===== src/rtl/eth_intr_pkg.sv =====
// Shared types and register map for the Ethernet MAC interrupt coalescing controller.
package eth_intr_pkg;

   typedef enum logic [1:0] {
      IDLE   = 2'd0,
      ACCUM  = 2'd1,
      ASSERT = 2'd2
   } intr_state_t;

   // Word offsets, decoded from wb_adr_i[3:2]
   localparam logic [1:0] REG_PEND = 2'd0;
   localparam logic [1:0] REG_MASK = 2'd1;
   localparam logic [1:0] REG_COAL = 2'd2;
   localparam logic [1:0] REG_STAT = 2'd3;

   // Field positions inside COAL and STAT
   localparam int unsigned COAL_THRESH_LSB = 0;
   localparam int unsigned COAL_TMO_LSB    = 8;
   localparam int unsigned STAT_CNT_LSB    = 0;
   localparam int unsigned STAT_STATE_LSB  = 16;

endpackage


===== src/rtl/eth_intr_wb_regs.sv =====
// Wishbone slave: address decode, single-cycle ack, MASK/COAL storage, read mux, W1C pulse.
module eth_intr_wb_regs
   import eth_intr_pkg::*;
#(
   parameter int unsigned NSRC  = 7,
   parameter int unsigned CNT_W = 8,
   parameter int unsigned TMO_W = 16
) (
   input  logic             i_clk,
   input  logic             i_rst,
   input  logic [3:0]       i_adr,
   input  logic [31:0]      i_dat,
   input  logic             i_we,
   input  logic             i_stb,
   input  logic             i_cyc,
   output logic [31:0]      o_dat,
   output logic             o_ack,
   input  logic [NSRC-1:0]  i_pend,
   input  intr_state_t      i_state,
   input  logic [CNT_W-1:0] i_cnt,
   output logic [NSRC-1:0]  o_mask,
   output logic [CNT_W-1:0] o_thresh,
   output logic [TMO_W-1:0] o_timeout,
   output logic [NSRC-1:0]  o_w1c
);

   logic             r_ack;
   logic [31:0]      r_dat;
   logic [NSRC-1:0]  r_mask;
   logic [CNT_W-1:0] r_thresh;
   logic [TMO_W-1:0] r_timeout;
   logic             w_req;
   logic             w_wr;
   logic [31:0]      w_rdata;
   logic             w_unused;

   // Request cycle issues the ack; the write itself lands on the ack cycle.
   assign w_req    = i_cyc & i_stb & ~r_ack;
   assign w_wr     = i_cyc & i_stb & i_we & r_ack;
   assign w_unused = ^{i_adr[1:0], i_dat};

   // Read mux, sampled on the request cycle so data is stable during ack
   always_comb begin
      w_rdata = '0;
      case (i_adr[3:2])
         REG_PEND: w_rdata[NSRC-1:0] = i_pend;
         REG_MASK: w_rdata[NSRC-1:0] = r_mask;
         REG_COAL: begin
            w_rdata[COAL_THRESH_LSB +: CNT_W] = r_thresh;
            w_rdata[COAL_TMO_LSB +: TMO_W]    = r_timeout;
         end
         default: begin
            w_rdata[STAT_CNT_LSB +: CNT_W] = i_cnt;
            w_rdata[STAT_STATE_LSB +: 2]   = i_state;
         end
      endcase
   end

   // Ack, read-data and control register updates
   always_ff @(posedge i_clk) begin
      if (i_rst) begin
         r_ack     <= 1'b0;
         r_dat     <= '0;
         r_mask    <= '0;
         r_thresh  <= CNT_W'(1);
         r_timeout <= '0;
      end else begin
         r_ack <= w_req;
         if (w_req) begin
            r_dat <= w_rdata;
         end
         if (w_wr && (i_adr[3:2] == REG_MASK)) begin
            r_mask <= i_dat[NSRC-1:0];
         end
         if (w_wr && (i_adr[3:2] == REG_COAL)) begin
            r_thresh  <= i_dat[COAL_THRESH_LSB +: CNT_W];
            r_timeout <= i_dat[COAL_TMO_LSB +: TMO_W];
         end
      end
   end

   assign o_ack     = r_ack;
   assign o_dat     = r_dat;
   assign o_mask    = r_mask;
   assign o_thresh  = r_thresh;
   assign o_timeout = r_timeout;
   assign o_w1c     = (w_wr && (i_adr[3:2] == REG_PEND)) ? i_dat[NSRC-1:0] : '0;

endmodule


===== src/rtl/eth_intr_coalesce_ctrl.sv =====
// Interrupt controller for the MAC's wb_intr: edge-latched pending bits, masking,
// and count/timeout coalescing before the interrupt line is raised.
module eth_intr_coalesce_ctrl
   import eth_intr_pkg::*;
#(
   parameter int unsigned NSRC  = 7,
   parameter int unsigned CNT_W = 8,
   parameter int unsigned TMO_W = 16
) (
   input  logic            wb_clk,
   input  logic            wb_rst,
   input  logic [NSRC-1:0] evt_i,
   input  logic [3:0]      wb_adr_i,
   input  logic [31:0]     wb_dat_i,
   output logic [31:0]     wb_dat_o,
   input  logic            wb_we_i,
   input  logic            wb_stb_i,
   input  logic            wb_cyc_i,
   output logic            wb_ack_o,
   output logic            wb_intr
);

   localparam int unsigned INC_W = $clog2(NSRC + 1);
   localparam int unsigned SUM_W = ((CNT_W > INC_W) ? CNT_W : INC_W) + 1;

   logic [NSRC-1:0]  r_evt_q;
   logic [NSRC-1:0]  r_pend;
   logic [CNT_W-1:0] r_cnt;
   logic [TMO_W-1:0] r_timer;
   intr_state_t      r_state;
   logic             r_intr;

   logic [NSRC-1:0]  w_new;
   logic [NSRC-1:0]  w_new_m;
   logic [NSRC-1:0]  w_w1c;
   logic [NSRC-1:0]  w_mask;
   logic [CNT_W-1:0] w_thresh;
   logic [TMO_W-1:0] w_timeout;
   logic             w_active;
   logic             w_thr_hit;
   logic             w_tmo_hit;
   logic [INC_W-1:0] w_inc;
   logic [SUM_W-1:0] w_sum;
   logic [CNT_W-1:0] w_cnt_sat;
   intr_state_t      w_state_nxt;

   eth_intr_wb_regs #(
      .NSRC  (NSRC),
      .CNT_W (CNT_W),
      .TMO_W (TMO_W)
   ) u_regs (
      .i_clk     (wb_clk),
      .i_rst     (wb_rst),
      .i_adr     (wb_adr_i),
      .i_dat     (wb_dat_i),
      .i_we      (wb_we_i),
      .i_stb     (wb_stb_i),
      .i_cyc     (wb_cyc_i),
      .o_dat     (wb_dat_o),
      .o_ack     (wb_ack_o),
      .i_pend    (r_pend),
      .i_state   (r_state),
      .i_cnt     (r_cnt),
      .o_mask    (w_mask),
      .o_thresh  (w_thresh),
      .o_timeout (w_timeout),
      .o_w1c     (w_w1c)
   );

   assign w_new     = evt_i & ~r_evt_q;
   assign w_new_m   = w_new & w_mask;
   assign w_active  = |(r_pend & w_mask);
   // Threshold of 0 or 1 means "fire on the first ACCUM cycle", even with cnt still 0.
   assign w_thr_hit = (w_thresh <= CNT_W'(1)) || (r_cnt >= w_thresh);
   assign w_tmo_hit = (w_timeout != '0) && (r_timer == TMO_W'(1));

   // Saturating add of newly seen masked events
   always_comb begin
      w_inc = '0;
      for (int i = 0; i < NSRC; i++) begin
         w_inc = w_inc + INC_W'(w_new_m[i]);
      end
      w_sum     = SUM_W'(r_cnt) + SUM_W'(w_inc);
      w_cnt_sat = (w_sum > SUM_W'({CNT_W{1'b1}})) ? {CNT_W{1'b1}} : w_sum[CNT_W-1:0];
   end

   // Next-state logic; losing all masked pending bits takes priority over firing
   always_comb begin
      w_state_nxt = r_state;
      case (r_state)
         IDLE: begin
            if (w_active) w_state_nxt = ACCUM;
         end
         ACCUM: begin
            if (!w_active)                   w_state_nxt = IDLE;
            else if (w_thr_hit || w_tmo_hit) w_state_nxt = ASSERT;
         end
         ASSERT: begin
            if (!w_active) w_state_nxt = IDLE;
         end
         default: w_state_nxt = IDLE;
      endcase
   end

   // State, pending, counter, timer and interrupt registers
   always_ff @(posedge wb_clk) begin
      if (wb_rst) begin
         r_evt_q <= '0;
         r_pend  <= '0;
         r_cnt   <= '0;
         r_timer <= '0;
         r_state <= IDLE;
         r_intr  <= 1'b0;
      end else begin
         r_evt_q <= evt_i;
         // A new edge on a bit being cleared keeps the bit set
         r_pend  <= (r_pend & ~w_w1c) | w_new;
         if ((r_state != IDLE) && (w_state_nxt == IDLE)) begin
            r_cnt <= '0;
         end else begin
            r_cnt <= w_cnt_sat;
         end
         if ((r_state == IDLE) && (w_state_nxt == ACCUM)) begin
            r_timer <= w_timeout;
         end else if ((r_state == ACCUM) && (r_timer != '0)) begin
            r_timer <= r_timer - TMO_W'(1);
         end
         r_state <= w_state_nxt;
         r_intr  <= (r_state == ASSERT);
      end
   end

   assign wb_intr = r_intr;

endmodule


===== config.mk =====
export PLATFORM = sky130hd
export DESIGN_NAME = eth_intr_coalesce_ctrl
export DESIGN_NICKNAME = d
export VERILOG_FILES = /design/src/rtl/eth_intr_pkg.sv /design/src/rtl/eth_intr_wb_regs.sv /design/src/rtl/eth_intr_coalesce_ctrl.sv
export SDC_FILE = /design/constraint.sdc
export NUM_CORES = 1
export LEC_CHECK = 0
export ABC_AREA = 1
export BUFFER_PORTS_ARGS = -buffer_cell sky130_fd_sc_hd__buf_2
export CORE_MARGIN = 2
export CORE_UTILIZATION = 63
export CTS_BUF_LIST = sky130_fd_sc_hd__clkbuf_8
export DETAILED_ROUTE_END_ITERATION = 16
export HOLD_SLACK_MARGIN = 0.12
export PLACE_DENSITY = 0.88
export SLEW_MARGIN = 40
export SYNTH_ARGS = -nofsm -noshare
export SYNTH_HDL_FRONTEND = slang
export SYNTH_SLANG_ARGS = --single-unit

===== constraint.sdc =====
create_clock -name wb_clk -period 7.55 [get_ports wb_clk]
set_input_delay 1.51 -clock wb_clk [delete_from_list [all_inputs] [get_ports wb_clk]]
set_output_delay 1.51 -clock wb_clk [all_outputs]
set_load 0.01 [all_outputs]

==> out/metrics.cfg <==
[power]
p_total_uw = 960
p_seq_frac = 0.548
power.density_nw_per_um2 = 179
power_leakage_nw = 2.59
intPower_uw = 706
switchingPower_uw = 254
irDropWorstVdd_v = 0.000121
switching_share = 0.265
comb_power_share = 0.067
p_clk_frac = 0.385

[clocking]
clock_latency_ns = 0.37
clock_path_buffers = 2
ctsHoldBuffers = 0
clkTransAtPathRegs_ns = 0.10
cts_tree = done
clockRootBuffer = clkbuf_8
numCtsBuffers = 9
post_cts_resized = 0
post-cts-setup-buffers = 0
clock-sinks = 97
h-tree-depth = 3

[logic_synthesis]
synthFlopType = dfxtp_1
syn_inst = 671
async_flop_share = 0
ys_warn_count = 0
synth_top_cell_area_share = 0.403
ys_ff_latch = 97
post-synth-top-area-cell = dfxtp_1
synth-edff-count = 0
yosys-top-cells-area = dfxtp_1 40%, a21oi_1 7.9%, nand2_1 7.6%
synthDistinctLibCells = 39
netlist_area_um2 = 4820
syn_area_per_cell_um2 = 7.18
ys_top_cells_by_count = 97 x dfxtp_1, 97 x nand2_1, 95 x nor2_1, 80 x inv_1, 76 x a21oi_1
synth.yosys.seq_area_share = 0.403

[floorplanning]
dieWidth_um = 91.5
start_util = 0.657
die_height_um = 91.5
core-area_um2 = 7330
io_pins = 82
rows = 31
dieArea_um2 = 8370

[worst_setup_path]
start_kind = input pin
end_kind = register
worst-setup-path-type = input pin to register
critical_path_required_ns = 7.84
arrival_ns = 4.91
critPathMaxFanout = 6

[finish]
layout-drive-gt1-share = 0.154
final_util = 0.731
diodes = 0
nNetsFinal = 792
ff_latch_area_um2 = 1940
fillCellCount = 582
multi_input_area_um2 = 2420
area_delta_synth_final_pct = 11.2
final_cell_count_no_fill = 827

[sta]
fin_crit_ns = 4.62
slew_headroom = 0.460
finalCritPeriodShare = 0.611
max_freq_ghz = 0.217
rsz0062_at_grt = no
worstMarginPinSlew_ns = 0.809
finalSetupViolations = 0
fin_setup_tns_ns = 0
clock_skew_ns = 0.0122
hold_viol_final = 0
drv_slew = 0

[place]
place_hpwl_um = 8760
port_buffers = 63
gp_congestion = 0.931
place_inst = 811

[route]
postRouteAntennaNets = 0
drtPass1Iterations = 5
drc = 0
via_per_inst = 5.63
drt_wl_total_um = 12300
avgRoutedWirePerCell_um = 14.9
drt-initial-drc-count = 334
via_count = 4656

[global_routing]
grt_pass1_vias = 4366
grt_pass1_wl_um = 20200
grt_overflow = 0
grt.total_usage = 0.300
antenna_found_initial = 0
grt_max_degree = 39

[job]
cap_violations = 0

[min_path]
hp-class = register to register

[outcome]
status = completed

through the flow:
stage | worst slack (ns) | cell area [um^2] | hold slack [ns]
after floorplan | 2.95 | 4850 | 0.461
after global placement | 2.74 | 5140 | 0.455
after detailed placement | 2.57 | 5140 | 0.455
after CTS | 2.96 | 5360 | 0.471
after global routing | 2.68 | 5360 | 0.494
final | 2.93 | 5360 | 0.468
critical path, stage by stage:
cell     delay [ns]
buf_2          0.10
inv_1          0.05
or2_2          0.12
nor2_1         0.05
fa_1           0.50
inv_1          0.06
fa_1           0.52
inv_1          0.05
fa_1           0.53
ha_1           0.18
fa_1           0.24
nand3_1        0.13
nand2_1        0.09
nand2_1        0.09
nor4_2         0.43
a21oi_1        0.09
a21oi_1        0.15
placed cells by master (no fill, tap or decap), types with 2 or more instances in the layout:
cell type  synthesis  routed
a21oi_1           76      76
a221oi_1           4       4
a31oi_1            3       3
buf_2              3      63
buf_4              9       2
clkbuf_8           0       9
clkinv_4           0       2
conb_1             1       8
dfxtp_1           97      97
fa_1               4       4
ha_1              17      17
inv_1             80      80
inv_2              5       5
inv_8              0       2
nand2_1           97      97
nand2_2            4       4
nand2_4            3       3
nand3_1           40      40
nand4_1            5       5
nor2_1            95      94
nor2_2             3       4
nor2_4             2       2
nor3_1             5       5
o211ai_1           3       3
o21ai_0           60      60
o21ai_1            3       3
o21ai_2            2       2
o22ai_1            6       6
o31ai_1            7       7
or2_2              7       7
xor2_1             3       3
metal layers:
metal,up-vias,global-route usage,wire length [um]
li1,2273,-,-
met1,2118,0.407,5190
met2,242,0.482,5640
met3,23,0.0573,1260
met4,0,0.0985,199
met5,-,0,0
logic make-up (layout without fill, tap and decap cells):
group,count (synthesis),count (layout),share of synthesized area
buf+inv,117,167,0.100
simple gates,266,266,0.242
other cells,1,8,0.000778
fa+ha+maj,21,21,0.0607
flops,97,97,0.403
xor+xnor,4,4,0.00727
compound gates,165,165,0.186
sequential cells by signal, summed over array words and instances, names as in the netlist:
signal,flops
u_regs.o_dat,24
r_timer,16
u_regs.o_timeout,16
r_cnt,8
u_regs.o_thresh,8
r_evt_q,7
r_pend,7
u_regs.o_mask,7
r_state,2
u_regs.o_ack,1
wb_intr,1
power groups by stage:
stage               Combinational [mW]  Sequential, mW  Clock [mW]
floorplan                       0.0399           0.538           0
global placement                0.0608           0.538           0
detailed placement              0.0621           0.538           0
CTS                             0.0624           0.526       0.370
global route                    0.0708           0.528       0.391
finish                          0.0639           0.526       0.370
layout make-up:
type	instances	share of cell area
Inverter	86	0.0602
Tap cell	99	0.0231
Multi-Input combinational cell	464	0.452
Clock inverter	7	0.0177
Sequential cell	97	0.362
Timing Repair Buffer	65	0.0616
Clock buffer	9	0.0231
worst paths after layout:
check                                                      to  slack [ns]                          start  depth (start not counted)
worst min register to register  u_regs.o_dat[10]$_SDFFE_PP0P_        0.47  u_regs.o_dat[10]$_SDFFE_PP0P_                          2
worst max register to register            r_cnt[7]$_SDFF_PP0_        3.86          r_evt_q[2]$_SDFF_PP0_                         17
worst max-delay path                      r_cnt[2]$_SDFF_PP0_        2.93                       evt_i[0]                         17
worst min-delay path            u_regs.o_dat[10]$_SDFFE_PP0P_        0.47  u_regs.o_dat[10]$_SDFFE_PP0P_                          2
Power figures use the tool's default switching activity.
